### src/rtl/poly_mul_pkg.sv
// poly_mul_pkg: shared widths and FSM encoding for the poly-mul bank scheduler
package poly_mul_pkg;
  localparam int DEF_BANK_W = 3;
  localparam int DEF_LANES  = 8;
  localparam int DEF_RCNT_W = 4;
  typedef enum logic {IDLE = 1'b0, ISSUE = 1'b1} state_e;
endpackage

### src/rtl/bank_lane_select.sv
// bank_lane_select: picks the lowest-index pending lane that targets one bank
module bank_lane_select
  import poly_mul_pkg::*;
#(
  parameter int BANK_W = DEF_BANK_W,
  parameter int LANES  = DEF_LANES
) (
  input  logic [BANK_W-1:0]       bank_i,
  input  logic [LANES*BANK_W-1:0] banks_i,
  input  logic [LANES-1:0]        pend_i,
  output logic [BANK_W-1:0]       sel_o,
  output logic                    en_o
);
  // scan high to low so the lowest matching lane wins
  always_comb begin
    sel_o = '0;
    en_o  = 1'b0;
    for (int i = LANES - 1; i >= 0; i--) begin
      if (pend_i[i] && banks_i[i*BANK_W +: BANK_W] == bank_i) begin
        sel_o = BANK_W'(i);
        en_o  = 1'b1;
      end
    end
  end
endmodule

### src/rtl/bank_conflict_scheduler.sv
// bank_conflict_scheduler: splits a lane batch into conflict-free bank issue beats
module bank_conflict_scheduler
  import poly_mul_pkg::*;
#(
  parameter int BANK_W = DEF_BANK_W,
  parameter int LANES  = DEF_LANES,
  parameter int RCNT_W = DEF_RCNT_W
) (
  input  logic                    clk,
  input  logic                    rst_n,
  input  logic                    in_valid,
  output logic                    in_ready,
  input  logic [LANES-1:0]        lane_mask,
  input  logic [LANES*BANK_W-1:0] lane_bank,
  output logic                    out_valid,
  input  logic                    out_ready,
  output logic [LANES-1:0]        lane_grant,
  output logic [LANES-1:0]        bank_en,
  output logic [LANES*BANK_W-1:0] bank_sel,
  output logic                    done,
  output logic [RCNT_W-1:0]       rounds
);
  state_e                  state_q, state_d;
  logic [LANES-1:0]        pending_q, pending_d;
  logic [LANES*BANK_W-1:0] banks_q, banks_d;
  logic [RCNT_W-1:0]       cnt_q, cnt_d;
  logic                    empty_q, empty_d;
  logic [LANES-1:0]        pend, rest;
  logic                    accept, fire;

  assign pend      = (state_q == ISSUE) ? pending_q : '0;
  assign in_ready  = (state_q == IDLE);
  assign out_valid = (state_q == ISSUE);
  assign accept    = in_valid && in_ready;
  assign fire      = out_valid && out_ready;
  assign rest      = pending_q & ~lane_grant;
  assign done      = empty_q || (fire && rest == '0);
  assign rounds    = empty_q ? '0 : done ? cnt_q + RCNT_W'(1) : '0;

  genvar b;
  for (b = 0; b < LANES; b++) begin : g_bank
    bank_lane_select #(.BANK_W(BANK_W), .LANES(LANES)) u_sel (
      .bank_i (BANK_W'(b)),
      .banks_i(banks_q),
      .pend_i (pend),
      .sel_o  (bank_sel[b*BANK_W +: BANK_W]),
      .en_o   (bank_en[b])
    );
  end

  // each enabled bank grants the lane routed to it
  always_comb begin
    lane_grant = '0;
    for (int k = 0; k < LANES; k++)
      if (bank_en[k]) lane_grant[bank_sel[k*BANK_W +: BANK_W]] = 1'b1;
  end

  // next-state: accept a batch in IDLE, retire beats in ISSUE
  always_comb begin
    state_d   = state_q;
    pending_d = pending_q;
    banks_d   = banks_q;
    cnt_d     = cnt_q;
    empty_d   = 1'b0;
    if (accept) begin
      banks_d   = lane_bank;
      pending_d = lane_mask;
      cnt_d     = '0;
      empty_d   = (lane_mask == '0);
      state_d   = (lane_mask != '0) ? ISSUE : IDLE;
    end else if (fire) begin
      pending_d = rest;
      cnt_d     = cnt_q + RCNT_W'(1);
      state_d   = (rest == '0) ? IDLE : ISSUE;
    end
  end

  // state registers, reset aborts any batch in flight
  always_ff @(posedge clk or negedge rst_n) begin
    if (!rst_n) begin
      state_q   <= IDLE;
      pending_q <= '0;
      banks_q   <= '0;
      cnt_q     <= '0;
      empty_q   <= 1'b0;
    end else begin
      state_q   <= state_d;
      pending_q <= pending_d;
      banks_q   <= banks_d;
      cnt_q     <= cnt_d;
      empty_q   <= empty_d;
    end
  end
endmodule
### config.mk
export PLATFORM = sky130hd
export DESIGN_NAME = bank_conflict_scheduler
export DESIGN_NICKNAME = d
export VERILOG_FILES = /design/src/rtl/poly_mul_pkg.sv /design/src/rtl/bank_lane_select.sv /design/src/rtl/bank_conflict_scheduler.sv
export SDC_FILE = /design/constraint.sdc
export NUM_CORES = 1
export LEC_CHECK = 0
export ABC_AREA = 1
export BUFFER_PORTS_ARGS = -buffer_cell sky130_fd_sc_hd__buf_2
export CAP_MARGIN = 20
export CELL_PAD_IN_SITES_DETAIL_PLACEMENT = 0
export CELL_PAD_IN_SITES_GLOBAL_PLACEMENT = 1
export CORE_MARGIN = 2
export CORE_UTILIZATION = 41
export DETAILED_ROUTE_END_ITERATION = 8
export PLACE_DENSITY_LB_ADDON = 0.1
export SKIP_LAST_GASP = 1
export SLEW_MARGIN = 20
export SYNTH_ARGS = -nofsm -noshare
export SYNTH_HDL_FRONTEND = slang
export SYNTH_HIERARCHICAL = 1
export SYNTH_SLANG_ARGS = --single-unit
### constraint.sdc
create_clock -name clk -period 3.4 [get_ports clk]
set_clock_uncertainty 0.05 [all_clocks]
set_input_delay 0.34 -clock clk [delete_from_list [all_inputs] [get_ports clk]]
set_output_delay 0.34 -clock clk [all_outputs]
set_load 0.01 [all_outputs]
## Word level (Yosys, flattened, before mapping)

Cells that the tools add are included.

| word-level totals | value |
|---|---|
| flip-flop bits (word level) | 38 |
| bits of input ports | 36 |
| output and inout bits | 47 |

| cells by class | value |
|---|---|
| add/subtract/negate cells | 1 |
| magnitude comparators | 16 |
| eq/ne operators | 56 |
| muxes and demuxes | 164 |
| bitwise logic cells | 10 |
| reductions and logical operators | 88 |

Operator list:

| cell | count |
|---|---|
| $mux W3 | 64 |
| $eq A3 B3 Y1 const B | 32 |
| $mux W8 | 11 |
| $mux W1 | 77 |
| $logic_and A1 B1 Y1 | 75 |
| $or A8 B8 Y8 | 7 |
| $eq A3 B2 Y1 const B | 16 |
| $lt A3 B4 Y1 const B | 8 |
| $demux W1 S3 | 8 |
| $eq A3 B1 Y1 const B | 8 |
| $ge A3 B1 Y1 const B | 8 |
| $logic_not A3 Y1 | 8 |
| $logic_not A8 Y1 | 2 |
| $mux W4 | 4 |
| $and A8 B8 Y8 | 1 |
| $not A8 Y8 | 1 |
| $reduce_bool A8 Y1 | 1 |
| $add A4 B1 Y4 const B | 1 |
| $reduce_bool A2 Y1 | 1 |
| $logic_or A1 B1 Y1 | 1 |
| $not A1 Y1 | 1 |

## Depth between registers and ports, before layout

| depth | value |
|---|---|
| word-level depth | 36 |
| mapped depth | 24 |
| mapped depth without buffers | 23 |

## By module

Netlist, hierarchy kept.

Modules (own cells, without submodules):

| module | instances | cells an instance | area an instance (um^2) | seq. area each (um^2) |
|---|---|---|---|---|
| bank_lane_select | 8 | 100 | 503.0 | 0.0 |
| bank_conflict_scheduler | 1 | 402 | 2,601.2 | 950.9 |

## Least setup slack after synthesis

OpenSTA, ideal clock, no wires.

| timing path | value |
|---|---|
| path type | flip-flop to output port |
| start | register state_q (netlist: out_valid) |
| end | output port rounds[0] |
| data arrival time | 2.459 ns |
| data required time | 3.010 ns |
| path slack | 0.551 ns |
| stages on the path, launching flop included | 20 |
| buffers on the path | 1 |
| path through | dfrtp_1 -> buf_4 -> nand2_1 -> inv_1 -> o21ai_2 -> nor2_2 -> o211ai_2 -> nand2_1 -> nor2_1 -> nor3_2 -> inv_1 -> nor2_1 -> nand3_1 -> nand2_1 -> nor2_1 -> nand3_2 -> nand2_2 -> nor2_4 -> nand2_4 -> nor3_2 |

| between the ends | value |
|---|---|
| elaborated cells on any way between the ends | 256 |
| classes of those cells | 16 x order compare; 155 x mux; 9 x bitwise; 76 x reduce/logical |

RTL lines:

| what | line | source |
|---|---|---|
| start, declared | bank_conflict_scheduler.sv:23 | `state_e state_q, state_d;` |
| start signal, assigned | bank_conflict_scheduler.sv:87 | `state_q <= state_d;` |
| $mux W8 (*) | bank_conflict_scheduler.sv:31 | `assign pend = (state_q == ISSUE) ? pending_q : '0;` |
| net pend[4] | bank_conflict_scheduler.sv:28 | `logic [LANES-1:0] pend, rest;` |
| $logic_and A1 B1 Y1 (*) | bank_lane_select.sv:19 | `if (pend_i[i] && banks_i[i*BANK_W +: BANK_W] == bank_i) begin` |
| $mux W3 (*) (5 in series) | bank_lane_select.sv:19 |  |
| net bank_sel[17] | bank_conflict_scheduler.sv:19 | `output logic [LANES*BANK_W-1:0] bank_sel,` |
| $lt A3 B4 Y1 (not written as such) or $ge A3 B1 Y1 (tied branches) | bank_conflict_scheduler.sv:55 | `if (bank_en[k]) lane_grant[bank_sel[k*BANK_W +: BANK_W]] = 1'b1;` |
| $logic_and A1 B1 Y1 (not written as such) | bank_conflict_scheduler.sv:55 |  |
| $mux W1 (not written as such) | bank_conflict_scheduler.sv:55 |  |
| (+5 left out) | - |  |
| $or A8 B8 Y8 (no line) | - |  |
| $mux W8 (*) | bank_conflict_scheduler.sv:55 |  |
| $not A8 Y8 (*) | bank_conflict_scheduler.sv:36 | `assign rest = pending_q & ~lane_grant;` |
| $and A8 B8 Y8 (*) | bank_conflict_scheduler.sv:36 |  |
| $logic_not A8 Y1 (*) | bank_conflict_scheduler.sv:37 | `assign done = empty_q \|\| (fire && rest == '0);` |
| $logic_and A1 B1 Y1 (*) | bank_conflict_scheduler.sv:37 |  |
| $logic_or A1 B1 Y1 (*) | bank_conflict_scheduler.sv:37 |  |
| $mux W4 (*) (2 in series) | bank_conflict_scheduler.sv:38 | `assign rounds = empty_q ? '0 : done ? cnt_q + RCNT_W'(1) : '0;` |
| end, declared | bank_conflict_scheduler.sv:21 | `output logic [RCNT_W-1:0] rounds` |

Mark *: on every way through the listed nets, which the timed path passes. The rest lies on a longest branch.

## Final worst setup path

| timing path | value |
|---|---|
| start | register state_q (netlist: out_valid) |
| end | output port rounds[1] |

| between the ends | value |
|---|---|
| longest elaborated chain between the ends | 36 |
| elaborated cells on any way between the ends | 256 |
| classes of those cells | 16 x order compare; 155 x mux; 9 x bitwise; 76 x reduce/logical |

Ends and longest elaborated chain:

| what | line |
|---|---|
| $mux W8 (*) | bank_conflict_scheduler.sv:31 |
| net pend[7] | bank_conflict_scheduler.sv:28 |
| $logic_and A1 B1 Y1 | bank_lane_select.sv:19 |
| $mux W3 (8 in series) | bank_lane_select.sv:19 |
| $lt A3 B4 Y1 (not written as such) or $ge A3 B1 Y1 (tied branches) | bank_conflict_scheduler.sv:55 |
| $logic_and A1 B1 Y1 (not written as such) | bank_conflict_scheduler.sv:55 |
| $mux W1 (not written as such) | bank_conflict_scheduler.sv:55 |
| $demux W1 S3 | bank_conflict_scheduler.sv:55 |
| (+13 left out) | - |
| $or A8 B8 Y8 (no line) | - |
| $mux W8 (*) | bank_conflict_scheduler.sv:55 |
| $not A8 Y8 (*) | bank_conflict_scheduler.sv:36 |
| $and A8 B8 Y8 (*) | bank_conflict_scheduler.sv:36 |
| $logic_not A8 Y1 (*) | bank_conflict_scheduler.sv:37 |
| $logic_and A1 B1 Y1 (*) | bank_conflict_scheduler.sv:37 |
| $logic_or A1 B1 Y1 (*) | bank_conflict_scheduler.sv:37 |
| $mux W4 (*) (2 in series) | bank_conflict_scheduler.sv:38 |

Marks and branches as above.

==> results.sh <==
export IMPL_drt_pass1_iterations=5
export IMPL_htreeDepth=2
export IMPL_worstSetupPathType="reg -> out"
export IMPL_cts_buffers=5
export IMPL_grt_max_degree=39
export IMPL_clock_sinks=38
export IMPL_fin_nets=1391
export IMPL_antenna_found_initial=0
export IMPL_ys_ff_latch=38
export IMPL_postSynthCellCount=1202
export IMPL_yosysWarnings=6
export IMPL_ios=83
export IMPL_drv_cap=0
export IMPL_drt_initial_drc_count=416
export IMPL_initial_core_util=0.419
export IMPL_slew_headroom=0.417
export IMPL_routed_wl_um=21300
export IMPL_crit_arrival_ps=2990
export IMPL_grt_setup_unrepaired="yes"
export IMPL_synth_area_um2=6630
export IMPL_die_h_um=131
export IMPL_preCtsSetupSlack_ps=111
export IMPL_grt_pass1_vias=6672
export IMPL_path_delay_family="simple AND/OR/NAND/NOR gates"
export IMPL_row_count=46
export IMPL_cts_tree="built"
export IMPL_syn_area_per_cell_um2=5.51
export IMPL_setup_viol=0
export IMPL_total_power_w=0.00650
export IMPL_final_util=0.523
export IMPL_cpPeakStageDelay_ps=460
export IMPL_use_met1=0.321
export IMPL_worstSetupStartpointType="flip-flop"
export IMPL_ys_async_sr_fraction=1.00
export IMPL_slew_viol_final=0
export IMPL_drc=0
export IMPL_synth_edf_count=0
export IMPL_insertion_delay_ps=290
export IMPL_via_per_inst=4.83
export IMPL_routabilityCongestion=0.880
export IMPL_antennaDiodeCount=0
export IMPL_grt_pass1_wl_um=33800
export IMPL_synthToLayoutAreaGrowth_pct=25.0
export IMPL_worstPathRequired_ps=3010
export IMPL_p_leak_nw=4.42
export IMPL_min_path_type="in -> async"
export IMPL_slowest_stage="dfrtp_2"
export IMPL_setup_slack_ps=24.2
export IMPL_overflow=0
export IMPL_ys_seq_area_frac=0.144
export IMPL_path_buf_inv=4
export IMPL_grt_busiest_layer="met2"
export IMPL_drive_above_1_share=0.286
export IMPL_die_w_um=131
export IMPL_hold_viol=0
export IMPL_ir_drop_mv=0.646
export IMPL_numPortBuffers=82
export IMPL_final_min_clock_period_ps=3380
export IMPL_synth_cell_type_count=37
export IMPL_core_um2=15800
export IMPL_synth_main_ff_cell="dfrtp_1"
export IMPL_cts_root_buf="clkbuf_16"
export IMPL_grtUsageMet2=0.413
export IMPL_vias=7586
export IMPL_path_clk_slew_ps=60
export IMPL_wire_per_inst_um=13.6
export IMPL_run_status="complete, no violations"
export IMPL_die_area_um2=17200
export IMPL_path_cells="nand2_2, inv_2, buf_12, inv_1, a21oi_1, nand2_1, o21ai_2, nor2_1, nand4_1, nand3b_1, nor2_2, nor2_1, nand3_2, nand2_2, nor2_4, nand2_4, nor3_2, buf_2"
export IMPL_worst_pin_slew_ps=874
export IMPL_power_density_nw_per_um2=785
export IMPL_grtUsageMet3=0.0177
export IMPL_cp_end_kind="primary output"
export IMPL_path_max_fanout=8
export IMPL_max_freq_mhz=296
export IMPL_grtUsageTotal=0.240
export IMPL_final_antenna_net_count=0
export IMPL_period_share=0.993
export IMPL_dp_hpwl_um=17200
export IMPL_ctsLongestPathBuffers=2
export IMPL_fillers=1770
[power by group]
part	leakage (nW)	switching (W)	internal, W
clock	0.0940	0.000194	0.000422
sequential	0.453	0.000616	0.000671
combinational	3.87	0.00275	0.00185
[worst paths after layout]
check,cells past startpoint,slack (ps),from,to
min in group clk,2,180,lane_mask[3],empty_q
max in group asynchronous,1,2570,rst_n,banks_q[20]
setup / recovery,18,20,out_valid,rounds[1]
hold reg to reg,2,490,banks_q[19],banks_q[19]
hold / removal,1,110,rst_n,pending_q[4]
setup reg to reg,18,670,out_valid,out_valid
[synth_stat cells, types with 19 or more instances]
master   instances  area [um^2]
inv_1          145          544
xnor2_1         24          210
nand3_1         42          210
o21ai_0         40          200
nor3_2          20          200
nand2_2         20          125
nand2_1        466         1750
nor2_1         114          428
o21ai_1         21          105
inv_2           40          150
nor2_2          23          144
buf_4           19          143
nand4_1         28          175
xor2_1          24          210
dfrtp_1         38          951
a21oi_1         21          105
[cells in the final DEF, fill, tap and decap left out, types with 6 or more instances in the layout]
| master | n |
|---|---|
| a21oi_1 | 18 |
| a21oi_2 | 6 |
| a21oi_4 | 13 |
| and3_1 | 8 |
| buf_2 | 83 |
| buf_4 | 50 |
| conb_1 | 40 |
| dfrtp_1 | 17 |
| dfrtp_2 | 21 |
| inv_1 | 132 |
| inv_2 | 48 |
| nand2_1 | 452 |
| nand2_2 | 34 |
| nand3_1 | 35 |
| nand3_2 | 23 |
| nand4_1 | 28 |
| nor2_1 | 103 |
| nor2_2 | 26 |
| nor2_4 | 11 |
| nor3_1 | 7 |
| nor3_2 | 17 |
| o2111ai_2 | 8 |
| o211ai_2 | 8 |
| o21ai_0 | 40 |
| o21ai_1 | 16 |
| o21ai_2 | 12 |
| or2_0 | 16 |
| xnor2_1 | 24 |
| xor2_1 | 24 |
[worst register-to-register path: stages, from the launching register on]
cell      delay [ps]
dfrtp_2          460
nand2_2           90
inv_2             50
buf_12           120
inv_1             70
a21oi_1           50
nand2_1          100
o21ai_2           80
nor2_1           230
nand4_1          320
nand3b_1         260
nor2_2            80
nor2_1           200
nand3_2          120
nand2_2           90
nor2_4            50
nand3_1           60
nand2_1           60
nand2_1           90
[area by class of cell]
type / instances / area (um^2) / area share
timing repair buffer: 140 / 913 / 0.110
tap: 216 / 270 / 0.0326
sequential: 38 / 977 / 0.118
inverter: 185 / 708 / 0.0855
clock inverter: 3 / 68.8 / 0.00831
clock buffer: 5 / 125 / 0.0151
multi-input combinational: 984 / 5220 / 0.630
[metrics by stage]
step | TNS (ps) | hold slack, ps | instance area (um^2) | std cells
floorplan | 0 | -5.59 | 6770 | 1240
global placement | 0 | 461 | 7460 | 1538
detailed placement | 0 | 462 | 7460 | 1538
CTS | 0 | 148 | 7840 | 1553
global route | -758 | 191 | 8280 | 1571
finish | 0 | 108 | 8280 | 1571
[state kept, by name (all words and copies together), names as in the netlist]
| register | flops |
|---|---|
| cnt_q | 4 |
| empty_q | 1 |
| banks_q | 24 |
| pending_q | 8 |
| out_valid | 1 |
[cells by family (layout without fill, tap and decap cells)]
kind of cell | count (synthesis) | count (layout) | share of synthesized area
AO/OA/AOI/OAI | 127 | 127 | 0.126
XOR/XNOR | 48 | 48 | 0.0635
buffers and inverters | 218 | 333 | 0.144
other | 2 | 40 | 0.00113
AND/OR/NAND/NOR | 768 | 768 | 0.520
flip-flops | 38 | 38 | 0.144
adder cells (fa/ha/maj) | 1 | 1 | 0.00189
[metal layers]
metal	share of wire	wire length, um	vias to the layer above
li1	-	-	3990
met1	0.46	9790	3400
met2	0.48	10200	165
met3	0.035	748	31
met4	0.028	605	0
met5	0	0	-
[what timing repair did]
action | CTS | global route
buffers inserted | 7 | 18
resized for setup | 26 | 89
endpoints found under the setup margin | 5 | 6
pin swaps | 4 | 46
hold buffers | 0 | 0
hold endpoints to repair | 0 | 0
(Power assumes the default switching activity.)
